`config.mk`:
```
export PLATFORM = sky130hd
export DESIGN_NAME = iter_counter
export DESIGN_NICKNAME = d
export VERILOG_FILES = /design/src/rtl/iter_counter.sv
export SDC_FILE = /design/constraint.sdc
export NUM_CORES = 1
export LEC_CHECK = 0
export CAP_MARGIN = 20
export CORE_AREA = 2 2 40 42
export CTS_CLUSTER_SIZE = 10
export DETAILED_ROUTE_END_ITERATION = 8
export DIE_AREA = 0 0 42 44
export PLACE_DENSITY = 0.77
export SLEW_MARGIN = 20
export SYNTH_ARGS = -nofsm -noshare
export SYNTH_HDL_FRONTEND = slang
export SYNTH_SLANG_ARGS = --single-unit
```
`constraint.sdc`:
```
create_clock -name clk_i -period 2.1 [get_ports clk_i]
set_input_delay 0.42 -clock clk_i [delete_from_list [all_inputs] [get_ports clk_i]]
set_output_delay 0.42 -clock clk_i [all_outputs]
set_load 0.02 [all_outputs]
```
`src/rtl/iter_counter.sv`:
```
// Iteration counter for the ALU's multi-cycle sequential operations
// (shift-add multiply, restoring divide). Counts LIMIT+1 enabled cycles,
// either up or down, with a level done flag, a START/ACK handshake, ABORT
// and an optional auto-reload mode that emits a one-cycle wrap pulse.
//
//   state  | meaning
//   -------+------------------------------------------------------------
//   S_IDLE | waiting for START; count holds (or is cleared by ABORT)
//   S_RUN  | advancing count on each ENABLE until the terminal value
//   S_DONE | run finished; done=1, count holds final value until ACK/START
module iter_counter #(
  parameter int unsigned WIDTH = 3
) (
  input  logic             clk_i,
  input  logic             rst_i,
  input  logic             start_i,
  input  logic [WIDTH-1:0] limit_i,
  input  logic             down_i,
  input  logic             auto_reload_i,
  input  logic             enable_i,
  input  logic             ack_i,
  input  logic             abort_i,
  output logic [WIDTH-1:0] count_o,
  output logic             busy_o,
  output logic             last_o,
  output logic             done_o,
  output logic             wrap_o
);

  typedef enum logic [1:0] {
    S_IDLE = 2'd0,
    S_RUN  = 2'd1,
    S_DONE = 2'd2
  } state_t;

  localparam logic [WIDTH-1:0] ONE  = WIDTH'(1);
  localparam logic [WIDTH-1:0] ZERO = '0;

  state_t           state_q, state_d;
  logic [WIDTH-1:0] count_q, count_d;
  logic [WIDTH-1:0] limit_q, limit_d;
  logic             dir_q, dir_d;
  logic             reload_q, reload_d;
  logic             done_q, done_d;
  logic             wrap_q, wrap_d;
  logic             at_term;

  // Terminal value depends on the direction latched at START, not the live input.
  assign at_term = dir_q ? (count_q == ZERO) : (count_q == limit_q);

  // Next-state decode: ABORT beats START/ACK, which beat ENABLE.
  always_comb begin
    state_d  = state_q;
    count_d  = count_q;
    limit_d  = limit_q;
    dir_d    = dir_q;
    reload_d = reload_q;
    wrap_d   = 1'b0;

    if (abort_i) begin
      state_d = S_IDLE;
      count_d = ZERO;
    end else begin
      unique case (state_q)
        S_IDLE, S_DONE: begin
          if (start_i) begin
            limit_d  = limit_i;
            dir_d    = down_i;
            reload_d = auto_reload_i;
            count_d  = down_i ? limit_i : ZERO;
            state_d  = S_RUN;
          end else if (state_q == S_DONE && ack_i) begin
            state_d = S_IDLE;
          end
        end
        S_RUN: begin
          if (enable_i) begin
            if (!at_term) begin
              count_d = dir_q ? (count_q - ONE) : (count_q + ONE);
            end else if (reload_q) begin
              count_d = dir_q ? limit_q : ZERO;
              wrap_d  = 1'b1;
            end else begin
              state_d = S_DONE;
            end
          end
        end
        default: begin
          state_d = S_IDLE;
          count_d = ZERO;
        end
      endcase
    end

    done_d = (state_d == S_DONE);
  end

  // State and output registers with synchronous reset.
  always_ff @(posedge clk_i) begin
    if (rst_i) begin
      state_q  <= S_IDLE;
      count_q  <= ZERO;
      limit_q  <= ZERO;
      dir_q    <= 1'b0;
      reload_q <= 1'b0;
      done_q   <= 1'b0;
      wrap_q   <= 1'b0;
    end else begin
      state_q  <= state_d;
      count_q  <= count_d;
      limit_q  <= limit_d;
      dir_q    <= dir_d;
      reload_q <= reload_d;
      done_q   <= done_d;
      wrap_q   <= wrap_d;
    end
  end

  assign count_o = count_q;
  assign busy_o  = (state_q == S_RUN);
  assign last_o  = (state_q == S_RUN) && at_term;
  assign done_o  = done_q;
  assign wrap_o  = wrap_q;

endmodule

```
==> results of run 1 <==
==> cells in the mapped netlist (2+ instances only) <==
| library cell | n | area [um^2] |
|---|---|---|
| xnor2_1 | 5 | 43.8 |
| inv_1 | 3 | 11.3 |
| o21ai_1 | 3 | 15.0 |
| dfxtp_1 | 12 | 240 |
| nor2_1 | 10 | 37.5 |
| and4_1 | 2 | 17.5 |
| o21ai_0 | 2 | 10.0 |
| a31oi_1 | 5 | 31.3 |
| a21oi_1 | 3 | 15.0 |
| nand2_1 | 4 | 15.0 |
| o21a_1 | 2 | 15.0 |
| mux2i_1 | 4 | 40.0 |
==> layout make-up <==
| type | count | area (um^2) | area share |
|---|---|---|---|
| Multi-Input combinational cell | 52 | 410 | 0.438 |
| Inverter | 3 | 11.3 | 0.0120 |
| Clock buffer | 4 | 36.3 | 0.0387 |
| Tap cell | 16 | 20.0 | 0.0214 |
| Timing Repair Buffer | 23 | 216 | 0.231 |
| Sequential cell | 12 | 243 | 0.259 |
==> kinds of logic (layout without fill, tap and decap cells) <==
group,count (synthesis),count (layout)
DFF,12,12
AOI/OAI and AO/OA,18,18
buffers and inverters,3,30
xor gates and xnor gates,5,5
and+or+nand+nor,24,24
adders and majority gates,1,1
muxes,4,4
==> flip-flops by register name, summed over array words and instances, names as in the netlist <==
register  count
count_o       3
limit_q       3
state_q       2
dir_q         1
done_o        1
reload_q      1
wrap_o        1
==> worst max-delay path, delay by kind of cell, from the launching register on <==
kind,cells,cell delay (ns)
AOI/OAI and AO/OA,1,0.05
buffers and inverters,1,0.34
DFF,1,0.37
and+or+nand+nor,2,0.47
==> worst paths after layout <==
check / slack, ns / cells after the start / start / to
hold / removal: 0.54 / 1 / reload_q / wrap_o
hold reg to reg: 0.54 / 1 / reload_q / wrap_o
setup / recovery: 0.15 / 4 / count_o[0] / last_o
setup reg to reg: 0.43 / 6 / count_o[1] / count_o[2]
==> metal layers <==
metal  global-route usage  share of wire  vias up
li1                     -              -      300
met1                0.254           0.44      262
met2                0.309           0.50       18
met3               0.0292          0.041        5
met4                0.116          0.017        0
met5                    0              0        -
==> placed cells by master (no fill, tap or decap), types with 2 or more instances in the layout <==
cell type	instances
clkdlybuf4s50_1	15
nor2_1	10
dfxtp_1	10
buf_4	6
a31oi_1	5
nand2_1	4
mux2i_1	4
inv_1	3
xnor2_1	3
a21oi_1	3
o21ai_1	3
clkbuf_4	3
xnor2_2	2
o21ai_0	2
o21a_1	2
and4_1	2
dfxtp_2	2
==> power groups by stage <==
stage	Combinational [mW]	Clock, mW	Sequential, mW
after global routing	0.152	0.203	0.254
after detailed placement	0.136	0	0.255
after CTS	0.140	0.194	0.251
after floorplan	0.0714	0	0.258
final	0.139	0.191	0.252
after global placement	0.135	0	0.255
==> what timing repair did <==
item | CTS | global route
setup endpoints to repair | 1 | 1
resized for setup | 5 | 1
buffers inserted | 0 | 0
==> results.json, run 1 <==
{
  "status": "complete, no violations",
  "vdd_ir_drop_max_v": 0.000397,
  "power.switching_uw": 163,
  "crit_path_top_delay_cell": "dfxtp_2",
  "synth_xor_area_frac": 0.0677,
  "cp_cell_sequence": "nor4b_4, a41oi_4, nor2_1, dlygate4sd2_1",
  "cts_max_level": 1,
  "final.setup.tns_ns": 0,
  "crit_arrival_ns": 1.53,
  "synth_top_family_by_area": "simple AND/OR/NAND/NOR gates",
  "combPwrFrac": 0.239,
  "synthFlopType": "dfxtp_1",
  "io_buffers": 17,
  "async_reset_ff_frac": 0,
  "cts_buffer_depth": 2,
  "synth_cells": 67,
  "antenna_found_initial": 0,
  "first_pass_iters": 4,
  "p_sw_frac": 0.280,
  "cts-root-buf": "clkbuf_4",
  "cts_made_buffers": 3,
  "fin_crit_ns": 1.95,
  "cp-start-kind": "flip-flop",
  "synth-simple-area-share": 0.232,
  "clock.fmax_mhz": 513,
  "cap_violations": 0,
  "grt.total_usage": 0.196,
  "ys_seq_area_frac": 0.371,
  "report.final.slew_viol_count": 0,
  "synth_fa_ha_area_frac": 0.0309,
  "leakage_nw": 0.370,
  "final_util": 0.660,
  "dieWidth_um": 42,
  "required_ns": 1.68,
  "synthesis.area_um2": 647,
  "drive_gt1_frac": 0.223,
  "internal-power_uw": 419,
  "cts_tree": "done",
  "pwr_density_cell_nw_per_um2": 621,
  "grt_pass1_vias": 599,
  "holdBufCountCts": 0,
  "p_total_uw": 582,
  "avgViaCountPerCell": 5.32,
  "drc": 0,
  "wire_per_inst_um": 13.4,
  "wirelength_mm": 1.47,
  "insertion_delay_ns": 0.28,
  "initial_utilization": 0.456,
  "hold_violations": 0,
  "rsz0062_at_grt": "false",
  "antennaDiodeCount": 0,
  "core_area_um2": 1420,
  "dieArea_um2": 1850,
  "clk_pin_slew_ns": 0.08,
  "worstMarginPinSlew_ns": 0.411,
  "avgSynthCellArea_um2": 9.65,
  "ys_ff_latch": 12,
  "nNetsFinal": 107,
  "critPathKind": "reg -> out",
  "pre_cts_ws_ns": 0.0804,
  "gp_congestion": 0.793,
  "critPathCaptureType": "primary output",
  "p_seq_frac": 0.432,
  "drt.antenna.violating_nets": 0,
  "fin_crit_sh": 0.928,
  "place_area_um2": 882,
  "drtIter0Drc": 19,
  "synth-edff-count": 0,
  "cts.sinks": 12,
  "vias": 585,
  "n_fill_cell": 121,
  "relSlewSlack": 0.722,
  "hold_class": "reg -> reg",
  "stdcell_count": 110,
  "dp_cells": 106,
  "critPathMaxFanout": 6,
  "grt_max_degree": 8,
  "fin_area_um2": 937,
  "area_delta_synth_final_pct": 44.9,
  "io_pins": 18,
  "grt_pass1_wl_mm": 2.70,
  "clockPowerShare": 0.328,
  "syn_nets": 79,
  "skew_ns": 0.00524,
  "cp_slowest_stage_delay_ns": 0.37,
  "rows": 14,
  "yosysWarnings": 0,
  "synth.distinct_cells": 24,
  "fin_ws_ns": 0.151,
  "hold_ws_ns": 0.541,
  "hpwl_mm": 1.07,
  "grt_overflow": 0,
  "synth_compound_area_frac": 0.219,
  "die_h_um": 44,
  "synthMuxAreaShare": 0.0619,
  "setup_viol": 0
}
Note: power is estimated with default switching activity, not from simulation.
==> run 2, diff against run 1 <==
--- a/config.mk
+++ b/config.mk
@@ -7,6 +7,7 @@
 export LEC_CHECK = 0
 export CAP_MARGIN = 20
 export CORE_AREA = 2 2 40 42
+export CTS_CLUSTER_DIAMETER = 150
 export CTS_CLUSTER_SIZE = 10
 export DETAILED_ROUTE_END_ITERATION = 8
 export DIE_AREA = 0 0 42 44
==> results of run 2 <==
No change in the layout: final DEF, timing and power equal those of run 1.
